<file path="config.mk">
export PLATFORM = sky130hd
export DESIGN_NAME = axis_pkt_gen
export DESIGN_NICKNAME = d
export VERILOG_FILES = /design/src/rtl/axis_pkt_gen.sv
export SDC_FILE = /design/constraint.sdc
export NUM_CORES = 1
export LEC_CHECK = 0
export BUFFER_PORTS_ARGS = -buffer_cell sky130_fd_sc_hd__buf_2
export CORE_ASPECT_RATIO = 0.9
export CORE_MARGIN = 2
export CORE_UTILIZATION = 44
export DETAILED_ROUTE_END_ITERATION = 7
export PLACE_DENSITY = 0.71
export SLEW_MARGIN = 20
export SYNTH_ARGS = -nofsm -noshare
export SYNTH_HDL_FRONTEND = slang
export SYNTH_SLANG_ARGS = --single-unit
</file>
<file path="constraint.sdc">
create_clock -name clk -period 3.8 [get_ports clk]
set_clock_uncertainty 0.05 [all_clocks]
set_input_delay 0.57 -clock clk [delete_from_list [all_inputs] [get_ports clk]]
set_output_delay 0.57 -clock clk [all_outputs]
set_load 0.01 [all_outputs]
</file>
<file path="src/rtl/axis_pkt_gen.sv">
// axis_pkt_gen: AXI4-Stream test packet transmitter.
// Sends a latched number of fixed-length packets. Byte k of each packet
// carries k[7:0]. tuser uses the NetFPGA metadata layout.
module axis_pkt_gen #(
    parameter int          C_AXIS_DATA_WIDTH = 32,
    parameter int          C_AXIS_USER_WIDTH = 128,
    parameter logic [7:0]  SRC_PORT          = 8'h01
) (
    input  logic                           clk,
    input  logic                           reset,
    input  logic                           start,
    input  logic [15:0]                    pkt_len,
    input  logic [15:0]                    pkt_count,
    input  logic [7:0]                     dst_port,
    output logic                           busy,
    output logic                           done,
    output logic [31:0]                    tx_pkts,
    output logic                           m_axis_tvalid,
    input  logic                           m_axis_tready,
    output logic [C_AXIS_DATA_WIDTH-1:0]   m_axis_tdata,
    output logic [C_AXIS_DATA_WIDTH/8-1:0] m_axis_tstrb,
    output logic                           m_axis_tlast,
    output logic [C_AXIS_USER_WIDTH-1:0]   m_axis_tuser
);

    localparam int          B      = C_AXIS_DATA_WIDTH / 8;
    localparam logic [16:0] B_WIDE = 17'(B);
    localparam logic [15:0] B_STEP = 16'(B);

    typedef enum logic [1:0] {
        ST_IDLE,
        ST_SEND,
        ST_DONE
    } state_t;

    state_t      state_reg,   state_next;
    logic [15:0] len_reg,     len_next;
    logic [15:0] count_reg,   count_next;
    logic [7:0]  dst_reg,     dst_next;
    logic [15:0] offset_reg,  offset_next;
    logic [15:0] pkt_idx_reg, pkt_idx_next;
    logic [31:0] tx_pkts_reg, tx_pkts_next;

    logic                           sending;
    logic                           handshake;
    logic                           last_beat;
    logic [16:0]                    beat_end;
    logic [B-1:0]                   lane_en;
    logic [C_AXIS_USER_WIDTH-1:0]   tuser_word;

    assign sending   = (state_reg == ST_SEND);
    assign handshake = sending & m_axis_tready;
    // 17-bit sum so a beat straddling offset 65535 cannot alias
    assign beat_end  = {1'b0, offset_reg} + B_WIDE;
    assign last_beat = (beat_end >= {1'b0, len_reg});

    // Per-lane byte value and enable; lanes beyond pkt_len are zeroed
    generate
        for (genvar gi = 0; gi < B; gi++) begin : g_lane
            logic [16:0] lane_off;
            assign lane_off    = {1'b0, offset_reg} + 17'(gi);
            assign lane_en[gi] = sending && (lane_off < {1'b0, len_reg});
            assign m_axis_tdata[8*gi +: 8] = lane_en[gi] ? lane_off[7:0] : 8'h00;
        end
    endgenerate

    // Metadata word, driven only while a packet is being sent
    always_comb begin
        tuser_word = '0;
        if (sending) begin
            tuser_word[15:0]  = len_reg;
            tuser_word[23:16] = SRC_PORT;
            tuser_word[31:24] = dst_reg;
        end
    end

    assign m_axis_tstrb  = lane_en;
    assign m_axis_tuser  = tuser_word;
    assign m_axis_tvalid = sending;
    assign m_axis_tlast  = sending & last_beat;
    assign busy          = sending;
    assign done          = (state_reg == ST_DONE);
    assign tx_pkts       = tx_pkts_reg;

    // Next-state and datapath update
    always_comb begin
        state_next   = state_reg;
        len_next     = len_reg;
        count_next   = count_reg;
        dst_next     = dst_reg;
        offset_next  = offset_reg;
        pkt_idx_next = pkt_idx_reg;
        tx_pkts_next = tx_pkts_reg;
        case (state_reg)
            ST_IDLE: begin
                if (start) begin
                    len_next     = pkt_len;
                    count_next   = pkt_count;
                    dst_next     = dst_port;
                    offset_next  = 16'd0;
                    pkt_idx_next = 16'd0;
                    if ((pkt_len != 16'd0) && (pkt_count != 16'd0)) begin
                        state_next = ST_SEND;
                    end else begin
                        state_next = ST_DONE;
                    end
                end
            end
            ST_SEND: begin
                if (handshake) begin
                    if (last_beat) begin
                        offset_next  = 16'd0;
                        tx_pkts_next = tx_pkts_reg + 32'd1;
                        if (pkt_idx_reg == count_reg - 16'd1) begin
                            state_next = ST_DONE;
                        end else begin
                            pkt_idx_next = pkt_idx_reg + 16'd1;
                        end
                    end else begin
                        offset_next = offset_reg + B_STEP;
                    end
                end
            end
            ST_DONE: begin
                state_next = ST_IDLE;
            end
            default: begin
                state_next = ST_IDLE;
            end
        endcase
    end

    // State and counter registers with synchronous reset
    always_ff @(posedge clk) begin
        if (reset) begin
            state_reg   <= ST_IDLE;
            len_reg     <= 16'd0;
            count_reg   <= 16'd0;
            dst_reg     <= 8'd0;
            offset_reg  <= 16'd0;
            pkt_idx_reg <= 16'd0;
            tx_pkts_reg <= 32'd0;
        end else begin
            state_reg   <= state_next;
            len_reg     <= len_next;
            count_reg   <= count_next;
            dst_reg     <= dst_next;
            offset_reg  <= offset_next;
            pkt_idx_reg <= pkt_idx_next;
            tx_pkts_reg <= tx_pkts_next;
        end
    end

endmodule

</file>
### After elaboration in Yosys (flattened, before gate mapping)

Cells that the tools add are included.

* input port bits: 44
* register bits: 106
* output and inout bits: 200

* $add $sub $neg: 8
* magnitude comparators: 5
* bitwise operators: 2
* equality and inequality tests: 8
* muxes and demuxes: 19
* reductions and logical operators: 14

Operators by type and width (number)
* $mux W16: 6
* $pmux W16 S2: 2
* $lt A17 B16 Y1: 3
* $add A16 B2 Y17 const B: 2
* $add A32 B1 Y32 const B: 1
* $mux W32: 1
* $mux W8: 4
* $reduce_bool A16 Y1: 2
* $add A16 B1 Y17 const B: 1
* $add A16 B3 Y17 const B: 1
* $ge A17 B16 Y1: 1
* $add A16 B1 Y16 const B: 1
* $add A16 B3 Y16 const B: 1
* $eq A16 B16 Y1: 1
* $lt A16 B16 Y1: 1
* $sub A16 B1 Y16 const B: 1
* $mux W2: 5
* $ne A2 B1 Y1 const B: 3
* $reduce_and A3 Y1: 2
* $logic_and A1 B1 Y1: 5
* $reduce_and A5 Y1: 1
* $ne A2 B2 Y1 const B: 2
* $pmux W2 S2: 1
* $reduce_and A4 Y1: 1
* 6 further kinds: 7

### Logic depth before layout (Yosys ltp)

Gate-level depths: netlist (run 1).

* depth after elaboration: 6
* mapped depth: 17
* gate-level depth less buffers: 13

### Worst setup path before layout (run 1)

OpenSTA, ideal clock, no wires.

* path type: register to output
* start point: reg offset_reg[3]
* end point: out m_axis_tlast
* path slack: -0.202 ns
* data arrival time: 3.382 ns
* required time: 3.180 ns
* cell stages (with the launch flop): 15
* path buffers: 2
* cells stage by stage: dfxtp_1 ha_1 nand3_1 nor3_1 and3_1 xor2_1 ha_1 o21ai_0 o21a_1 o211a_1 a221oi_1 buf_2 buf_2 nor2_1 nor2_1

* cells in the longest elaborated chain, start to end: 3

Ends and longest elaborated chain
* from (decl): RTL line 40 `logic [15:0] offset_reg, offset_next;`
* from (signal assigned): RTL line 148 `offset_reg <= offset_next;`
* $add A16 B3 Y17: RTL line 54 `assign beat_end = {1'b0, offset_reg} + B_WIDE;`
* $ge A17 B16 Y1: RTL line 55 `assign last_beat = (beat_end >= {1'b0, len_reg});`
* $and A1 B1 Y1: RTL line 80 `assign m_axis_tlast = sending & last_beat;`
* to (decl): RTL line 22 `output logic m_axis_tlast,`

Every way passes these cells.

### Final worst setup path (run 1)

Same ends and word-level chain as after synthesis.

==> results.md, run 1 <==
Floorplanning:
- The initialized floorplan defines 46 standard-cell rows.
- between 200 and 250 I/O pins were placed.
- Measured along the y axis, the die boundary spans approximately 130 um.
- The die outline area is approximately 19000 um2.
- After floorplanning, the core was sized to cover between 15000 and 20000 um2.
- The starting density of the core is 0.453.
- The chip width is 147 um.

Power:
- The worst-case IR drop observed on VDD is 0.000248 V.
- The design draws 2.79 mW.
- The reported leakage power is between 4 and 5 nW.
- The power density relative to cell area is between 300 and 400 nW/um2.

STA:
- The number of setup violations in the final report is 0.
- The timing-limited maximum frequency is 266 MHz.
- Setup repair after global routing could not meet its margin everywhere.
- In the finished design, the share of the clock period the worst path needs comes to 0.991.
- Adding up every negative setup slack in the final design gives 0 ns.
- The final number of max-transition violations was 0.
- The final number of hold-violating endpoints is 0.
- Once routing completed, OpenROAD measured the worst setup slack at between 0.03 and 0.04 ns.
- For the finished layout, the period the worst path requires is roughly 3.8 ns.
- Final hold analysis gives a worst-case slack of between 0.3 and 0.4 ns.
- For the pin with the worst max-slew slack, the measured transition is between 0.5 and 0.6 ns.
- Measured against its own limit, the worst slew margin works out to 0.592.

Clock network:
- The total of hold buffers inserted after clock tree synthesis is 0.
- The H-tree generated during clock tree synthesis spans 3 levels.
- The number of sinks driven by the clock tree is approximately 100.
- Clock latency on the worst-skew pair, taken at its later pin, is between 0.3 and 0.4 ns.
- The tree is rooted in a sky130_fd_sc_hd__clkbuf_16.
- The clock slew seen by the registers of the worst setup and hold paths is roughly 0.070 ns.
- TritonCTS built the clock tree.
- The longest clock path from root to sink contains 2 buffers.
- TritonCTS created 9 clock buffers.

Global route:
- Across every metal layer, demand over resource in global routing totals 0.211.
- The total congestion overflow after global routing is 0.
- The number of global-route vias before repair is around 6500.
- Entering global routing, the biggest net connects 48 pins.
- The initial antenna violation count is 2.
- The first global-routing pass estimated about 33000 um of wire.

Logic synthesis:
- The leading register cell type out of synthesis is sky130_fd_sc_hd__dfxtp_1.
- The share of the synthesized area in compound gates (AO/OA/AOI/OAI) is 0.179.
- The total number of yosys warnings is 0.
- Of the synthesized area, sequential elements account for 0.259.
- The adder-cell share of the synthesized area is 0.0870.
- After synthesis, the cell types taking the most area are sky130_fd_sc_hd__dfxtp_1 (26%), sky130_fd_sc_hd__buf_4 (10%), sky130_fd_sc_hd__ha_1 (8.7%).
- Of the total synthesized cell area, the portion taken by AND, OR, NAND and NOR gates is 0.253.
- The synthesized netlist contains 68 unique library cells.
- The top-area cell type share of the netlist area is 0.259.
- The post-synthesis instance area is between 8000 and 9000 um2.
- After synthesis, the share of flip-flops with an asynchronous set or reset is 0.
- Counting flops with a built-in enable in the synthesized netlist gives 0.
- The leading area contributor after synthesis is sky130_fd_sc_hd__dfxtp_1.
- The most common cell in the netlist is sky130_fd_sc_hd__nand2_1.
- By count the netlist is led by sky130_fd_sc_hd__nand2_1 (129), sky130_fd_sc_hd__buf_4 (111), sky130_fd_sc_hd__dfxtp_1 (104).
- The main combinational cell family by area after synthesis is simple AND/OR/NAND/NOR gates.
- After synthesis, the mean cell area works out to 7.65 um2.
- The multiplexer share of the synthesized area is 0.0115.
- Counting flops and latches in the post-synthesis netlist gives approximately 100.
- Of the total synthesized cell area, the portion taken by XOR and XNOR cells is 0.0556.
- After technology mapping, the gate count stands at between 1000 and 1500.

Critical path:
- The signal arrival time at the worst endpoint is around 3.2 ns.
- The worst-path maximum fanout is 10.
- The number of buffer and inverter instances along the worst setup path is 4.
- On the worst path, the slowest cell contributes a delay of about 0.36 ns.
- The worst register-to-register path ends at tx_pkts[11].
- The worst setup path is captured at an output pin.
- Walking the worst path, the cells encountered are buf_6 -> nand3_1 -> nor2_2 -> and3_4 -> buf_4 -> nand3_1 -> xnor2_2 -> ha_2 -> a211oi_2 -> o21a_1 -> buf_4 -> a221oi_4 -> nor2_2 -> nor2_2 -> buf_2.
- The worst setup path is launched from a register.
- The cell with the largest stage delay on the worst path is sky130_fd_sc_hd__dfxtp_1.
- The family with the most delay on the worst path is simple AND/OR/NAND/NOR gates.
- The cell that appears most often on the critical path is sky130_fd_sc_hd__nor2_2.
- The logic depth of the worst register-to-register path is 17.
- The required time at the endpoint of the critical path is ~3.2 ns.
- The critical setup path kind is register to output pin.
- In this run the critical register-to-register path is launched from offset_reg[3].
- For flop-to-flop paths, the worst setup slack is about 0.15 ns.

Place:
- Once placement completed, the tool counted placed cells totaling roughly 1400.
- Routability-driven placement finished with a final weighted congestion of slightly below 0.9.
- The half-perimeter wire length after placement is between 15000 and 20000 um.
- The count of buffers added on input and output ports is ~140.
- At the placement stage, the worst setup path has a slack of 0.215 ns.

Worst hold path:
- The start point of the worst min-delay path is dst_port[7].
- The terminating pin of the worst hold path is dst_reg[7].
- The path class of the lowest-slack min-delay path is primary input to register.
- Along the worst hold path, the cell count comes to 3.

Detailed routing:
- After the first detailed-routing iteration, the DRC count stood at roughly 450.
- The detailed-router iteration count before antenna repair is 5.
- The antenna violation net count after detailed routing is 0.
- The via total after detailed routing is between 7000 and 8000.
- The final wirelength is approximately 21000 um.
- The count of unresolved DRC violations after routing is 0.
- The number of vias per cell is between 5 and 6.
- The post-detailed-route wirelength per cell is between 15 and 20 um.

Finish:
- Of the cells placed in the final design, the portion with a size suffix greater than 1 is 0.196.
- The count of nets after finishing is between 1000 and 1500.
- The relative area change from synthesis to final layout is 12.2%.
- The final instance count without filler cells is about 1400.
- The sequential cells in the finished layout cover a total of between 2000 and 2500 um2.
- The multi-input combinational cells in the finished layout cover a total of around 5200 um2.
- The filler cells instantiated in the layout total around 1700.
- The flip-flop count of the largest register after layout is 32.

Outcome:
- The run finished with clean final reports.

Flow run:
- The tool flagged a number of max-cap violations equal to 0.
[cells by family (layout without fill, tap and decap cells)]
logic type | count (synthesis) | after routing
other | 1 | 108
DFF | 104 | 104
xor gates and xnor gates | 48 | 48
muxes | 9 | 9
and+or+nand+nor | 400 | 400
adders and majority gates | 56 | 56
buffers and inverters | 210 | 218
AOI/OAI and AO/OA | 225 | 225
[how the worst max path moves through the flow]
| stage | from | endpoint | slack [ns] | cells after the start |
|---|---|---|---|---|
| after global placement | offset_reg[3] | tx_pkts[11] | 0.31 | 17 |
| after floorplan | offset_reg[3] | m_axis_tlast | 0.02 | 15 |
| final | offset_reg[3] | m_axis_tlast | 0.03 | 15 |
| after detailed placement | offset_reg[2] | offset_reg[7] | 0.22 | 14 |
| after CTS | offset_reg[3] | m_axis_tlast | 0.009 | 14 |
| after global routing | offset_reg[3] | m_axis_tlast | -0.12 | 15 |
[tightest hold or removal path, cell delays in order]
cell and delay [ns]:
sky130_fd_sc_hd__buf_2 0.09, sky130_fd_sc_hd__nand2_1 0.04, sky130_fd_sc_hd__a21oi_1 0.05
[cell usage in the layout, fill, tap and decap left out, types with 4 or more instances in the layout]
master,n
sky130_fd_sc_hd__buf_2,136
sky130_fd_sc_hd__nand2_1,129
sky130_fd_sc_hd__conb_1,107
sky130_fd_sc_hd__dfxtp_1,103
sky130_fd_sc_hd__a21oi_1,81
sky130_fd_sc_hd__nor2_1,62
sky130_fd_sc_hd__ha_1,54
sky130_fd_sc_hd__o21ai_0,42
sky130_fd_sc_hd__buf_4,37
sky130_fd_sc_hd__nand3_1,33
sky130_fd_sc_hd__xor2_1,31
sky130_fd_sc_hd__and2_1,30
sky130_fd_sc_hd__inv_1,27
sky130_fd_sc_hd__or3_1,21
sky130_fd_sc_hd__nor3_1,19
sky130_fd_sc_hd__o2111ai_1,18
sky130_fd_sc_hd__and3_1,16
sky130_fd_sc_hd__xnor2_1,12
sky130_fd_sc_hd__o21a_1,11
sky130_fd_sc_hd__o211ai_1,11
sky130_fd_sc_hd__nor4_1,11
sky130_fd_sc_hd__nor2b_1,9
sky130_fd_sc_hd__and4_1,9
sky130_fd_sc_hd__nand4_1,9
sky130_fd_sc_hd__clkbuf_16,9
sky130_fd_sc_hd__nand2b_1,8
sky130_fd_sc_hd__or4_1,8
sky130_fd_sc_hd__a21oi_2,8
sky130_fd_sc_hd__a21o_1,7
sky130_fd_sc_hd__nand3b_1,7
sky130_fd_sc_hd__nand4b_1,7
sky130_fd_sc_hd__mux2i_1,7
sky130_fd_sc_hd__o21ai_1,6
sky130_fd_sc_hd__a211oi_1,5
sky130_fd_sc_hd__nor2_2,4
sky130_fd_sc_hd__o31ai_1,4
[what timing repair did]
item / in CTS / in global routing
pin swaps: 0 / 6
buffers inserted: 1 / 2
resized for setup: 3 / 15
endpoints found under the setup margin: 1 / 21
[power breakdown]
group	total, mW	switching, mW	internal [mW]
Clock	1.10	0.439	0.666
Sequential	1.14	0.0280	1.12
Combinational	0.539	0.348	0.191
[cell type report]
class	instances	share of cell area
Multi-Input combinational cell	845	0.577
Sequential cell	104	0.231
Timing Repair Buffer	175	0.109
Tap cell	240	0.0332
Clock buffer	10	0.0265
Clock inverter	6	0.0125
Inverter	27	0.0112
Antenna cell	1	0.000277
[metal layers]
layer  part of all wire  track usage
met2               0.44        0.324
met4              0.015       0.0707
met3              0.059       0.0298
met5            0.00075            0
met1               0.48        0.304
[through the flow]
| step | area [um2] | util |
|---|---|---|
| 2_1_floorplan | 8460 | - |
| 3_3_place_gp | 8590 | 0.483 |
| 3_5_place_dp | 8590 | 0.483 |
| 4_1_cts | 8960 | 0.504 |
| 5_1_grt | 9030 | 0.508 |
| 6_report | 9030 | 0.508 |
Power figures use the tool's default switching activity.
==> run 2, diff against run 1 <==
--- a/config.mk
+++ b/config.mk
@@ -8,9 +8,9 @@
 export BUFFER_PORTS_ARGS = -buffer_cell sky130_fd_sc_hd__buf_2
 export CORE_ASPECT_RATIO = 0.9
 export CORE_MARGIN = 2
-export CORE_UTILIZATION = 44
+export CORE_UTILIZATION = 48
 export DETAILED_ROUTE_END_ITERATION = 7
-export PLACE_DENSITY = 0.71
+export PLACE_DENSITY = 0.76
 export SLEW_MARGIN = 20
 export SYNTH_ARGS = -nofsm -noshare
 export SYNTH_HDL_FRONTEND = slang
==> constraint.sdc (replaced) <==
create_clock -name clk -period 3.8 [get_ports clk]
set_clock_uncertainty 0.05 [all_clocks]
set_input_delay 0.57 -clock clk [delete_from_list [all_inputs] [get_ports clk]]
set_output_delay 0.57 -clock clk [all_outputs]
set_load 0.02 [all_outputs]
==> results.md, run 2 (synthesis gave the netlist of run 1 again) <==
Outcome:
- The run finished with clean final reports.

STA:
- The final worst setup slack is approximately 0.15 ns.
- The final critical delay including setup and external delays is ~3.7 ns.
- At the pin with the least slew margin, the transition time is a little over 0.6 ns.
- Headroom to the max-slew limit came out at 0.576.
- The final worst hold slack is 0.386 ns.
- The final number of hold-violating endpoints is 0.
- The timing-limited maximum frequency is about 270 MHz.
- The final number of max-transition violations is 0.
- The final critical-path share of the clock period is 0.961.
- Setup violations remaining at the end of the flow were counted as 0.

Clock network:
- For the worst-skew pair, the clock arrives at the later sink with an insertion delay of about 0.36 ns.
- Clock-pin slew was measured on the worst setup and hold paths at around 0.080 ns.
- The number of sinks driven by the clock tree is 104.
- The maximum number of buffers from clock root to sink is 2.
- The number of levels in the clock H-tree is 3.
- The tree is rooted in a sky130_fd_sc_hd__clkbuf_16.
- TritonCTS built the clock tree.
- Counting the buffers created by CTS gives 9.

Finish:
- For this run, the post-layout net count is approximately 1300.
- The register with the most flip-flops in the layout has 32 of them.
- Registers take between 2000 and 2500 um2.
- In the final layout, the multi-input gates occupy around 5200 um2.
- The layout cell share with drive strength beyond 1 is 0.193.
- The library cells used most frequently in the layout, excluding fill and tap cells, are sky130_fd_sc_hd__buf_2 (136), sky130_fd_sc_hd__nand2_1 (127), sky130_fd_sc_hd__conb_1 (107).
- The library cell used most frequently in the layout, excluding fill and tap cells, is sky130_fd_sc_hd__buf_2.
- The filler cells instantiated in the layout total between 1500 and 2000.
- The utilization of the core after routing is 0.547.
- The area growth from synthesis to layout is 10.7%.

Floorplanning:
- The core area is roughly 16000 um2.
- The initial utilization of the core area, before any placement, comes to 0.494.
- From bottom edge to top edge, the die measures approximately 130 um.
- In this run the horizontal extent of the chip is 141 um.
- The die outline area is between 15000 and 20000 um2.
- The number of top-level pins is approximately 240.
- The cell row count is 44.

Worst hold path:
- The path class of the tightest hold or removal check is primary input to register.
- In this run the most critical hold path is launched from dst_port[7].
- The path with the worst hold slack has its endpoint at dst_reg[7].
- The number of instances on the worst hold path is 3.

Power:
- Of the total power, combinational logic draws 0.230.
- The clock share of power is 0.340.
- The sequential cell fraction of total power is 0.430.
- In this run the power spent charging and discharging nets is approximately 0.9 mW.
- The maximum VDD drop is 0.000196 V.
- The internal power of the cells totals approximately 1.8 mW.
- Of the total power, the share spent switching nets is 0.337.
- The reported leakage power is 4.04 nW.
- Dividing total power by cell area gives a power density of approximately 300 nW/um2.

Global route:
- The number of global-route vias before repair is 6562.
- Entering global routing, the biggest net connects 44 pins.
- The initial antenna violation count is 2.
- For this run, the total global-route usage over all layers was measured as 0.217.
- The first global-routing pass estimated ~32000 um of wire.
- The total congestion overflow after global routing is 0.

Critical path:
- STA puts the critical path data required time at 3.18 ns.
- In this run the critical register-to-register path is launched from offset_reg[3].
- In this run the critical register-to-register path is captured at tx_pkts[7].
- The register-to-register setup slack is around 0.18 ns.
- The element type at the critical path end is an output pin.
- The logic depth of the worst register-to-register path is 16.
- In this run the worst path has a maximum fanout of 4.
- Data arrives at the worst endpoint at 3.03 ns.
- STA classifies the critical path startpoint as a register.
- In this run the worst setup path begins at offset_reg[3].
- By startpoint and endpoint, the worst setup path is classified as register to output pin.

Detailed routing:
- After the first detailed-routing iteration, the DRC count stood at 547.
- The routed layout has 7512 vias.
- The detailed-router iteration count before antenna repair is 5.
- After detailed routing, the number of vias per cell comes to roughly 5.5.
- The final wirelength is between 20000 and 25000 um.
- After detailed routing, the number of remaining DRC violations is 0.
- The antenna violation net count after detailed routing is 0.
- The post-detailed-route wirelength per cell is approximately 15 um.

Flow run:
- Max-cap violations in this run came to 0.

Place:
- Port buffering added around 140 buffers.
- The final estimated routing congestion in global placement is 0.929.
- The half-perimeter wire length after placement is between 15000 and 20000 um.
- The pre-CTS worst setup slack is 0.133 ns.
[run 2: changes by cell type in the layout (fill, tap and decap cells not counted), moves of 2 or more]
cell,before,now
sky130_fd_sc_hd__buf_4,37,39
sky130_fd_sc_hd__clkinv_4,0,2
sky130_fd_sc_hd__clkinvlp_4,0,2
sky130_fd_sc_hd__nor2_2,4,2
sky130_fd_sc_hd__and3_1,16,18
sky130_fd_sc_hd__ha_1,54,56
sky130_fd_sc_hd__bufinv_16,3,0
sky130_fd_sc_hd__nand2_1,129,127
sky130_fd_sc_hd__buf_6,2,0
sky130_fd_sc_hd__and3_4,2,0
sky130_fd_sc_hd__ha_2,2,0
[run 2: worst max-delay path by stage]
| stage | end | slack (ns) | cells after the start |
|---|---|---|---|
| 2_1_floorplan | m_axis_tlast | 0.001 | 15 |
| 3_3_place_gp | tx_pkts[29] | 0.25 | 15 |
| 3_5_place_dp | tx_pkts[23] | 0.13 | 16 |
| 4_1_cts | m_axis_tlast | 0.05 | 13 |
| 5_1_grt | m_axis_tlast | -0.02 | 13 |
| 6_report | m_axis_tlast | 0.15 | 13 |
[run 2: cell type report]
class / instances / area share
clock buffer: 9 / 0.0253
timing repair buffer: 175 / 0.109
inverter: 27 / 0.0114
antenna: 2 / 0.000561
tap: 207 / 0.0291
sequential: 104 / 0.234
clock inverter: 7 / 0.00618
multi-input combinational: 845 / 0.585
[run 2: through the flow]
stage          total power [mW]  cells  TNS, ns  cell area, um2
2_1_floorplan              1.68   1159        0            8480
3_5_place_dp               1.76   1356        0            8560
3_3_place_gp               1.75   1356        0            8560
4_1_cts                    2.65   1373        0            8850
6_report                   2.65   1376        0            8910
5_1_grt                    2.77   1374  -0.0241            8910
[run 2: worst max-delay path, cell delays in order, from the launching register on]
cell	delay, ns
sky130_fd_sc_hd__dfxtp_1	0.36
sky130_fd_sc_hd__ha_1	0.18
sky130_fd_sc_hd__nand3_1	0.15
sky130_fd_sc_hd__nor3_4	0.19
sky130_fd_sc_hd__buf_4	0.16
sky130_fd_sc_hd__xor2_1	0.20
sky130_fd_sc_hd__ha_1	0.28
sky130_fd_sc_hd__a211oi_1	0.27
sky130_fd_sc_hd__o21a_1	0.21
sky130_fd_sc_hd__o211a_1	0.21
sky130_fd_sc_hd__a221oi_4	0.09
sky130_fd_sc_hd__nor2_2	0.14
sky130_fd_sc_hd__nor2_2	0.07
sky130_fd_sc_hd__buf_2	0.17
[run 2: power groups by stage]
stage	Clock, mW	Combinational, mW	Sequential [mW]
2_1_floorplan	0	0.525	1.16
3_3_place_gp	0	0.585	1.17
3_5_place_dp	0	0.589	1.17
4_1_cts	0.913	0.597	1.14
5_1_grt	0.957	0.662	1.15
6_report	0.901	0.610	1.14
[run 2: per-layer routing]
layer | share of wire | routed length [um] | vias to the layer above | GRT usage
li1 | - | - | 3695 | -
met1 | 0.46 | 9550 | 3547 | 0.297
met2 | 0.46 | 9420 | 237 | 0.346
met3 | 0.061 | 1260 | 31 | 0.0419
met4 | 0.020 | 416 | 2 | 0.0729
met5 | 0.00063 | 13 | - | 0
[run 2: repair_timing]
action | CTS | global route
hold buffers | 0 | 0
pin swaps | 1 | 3
setup endpoints to repair | 1 | 35
resized for setup | 2 | 13
buffers inserted | 1 | 1
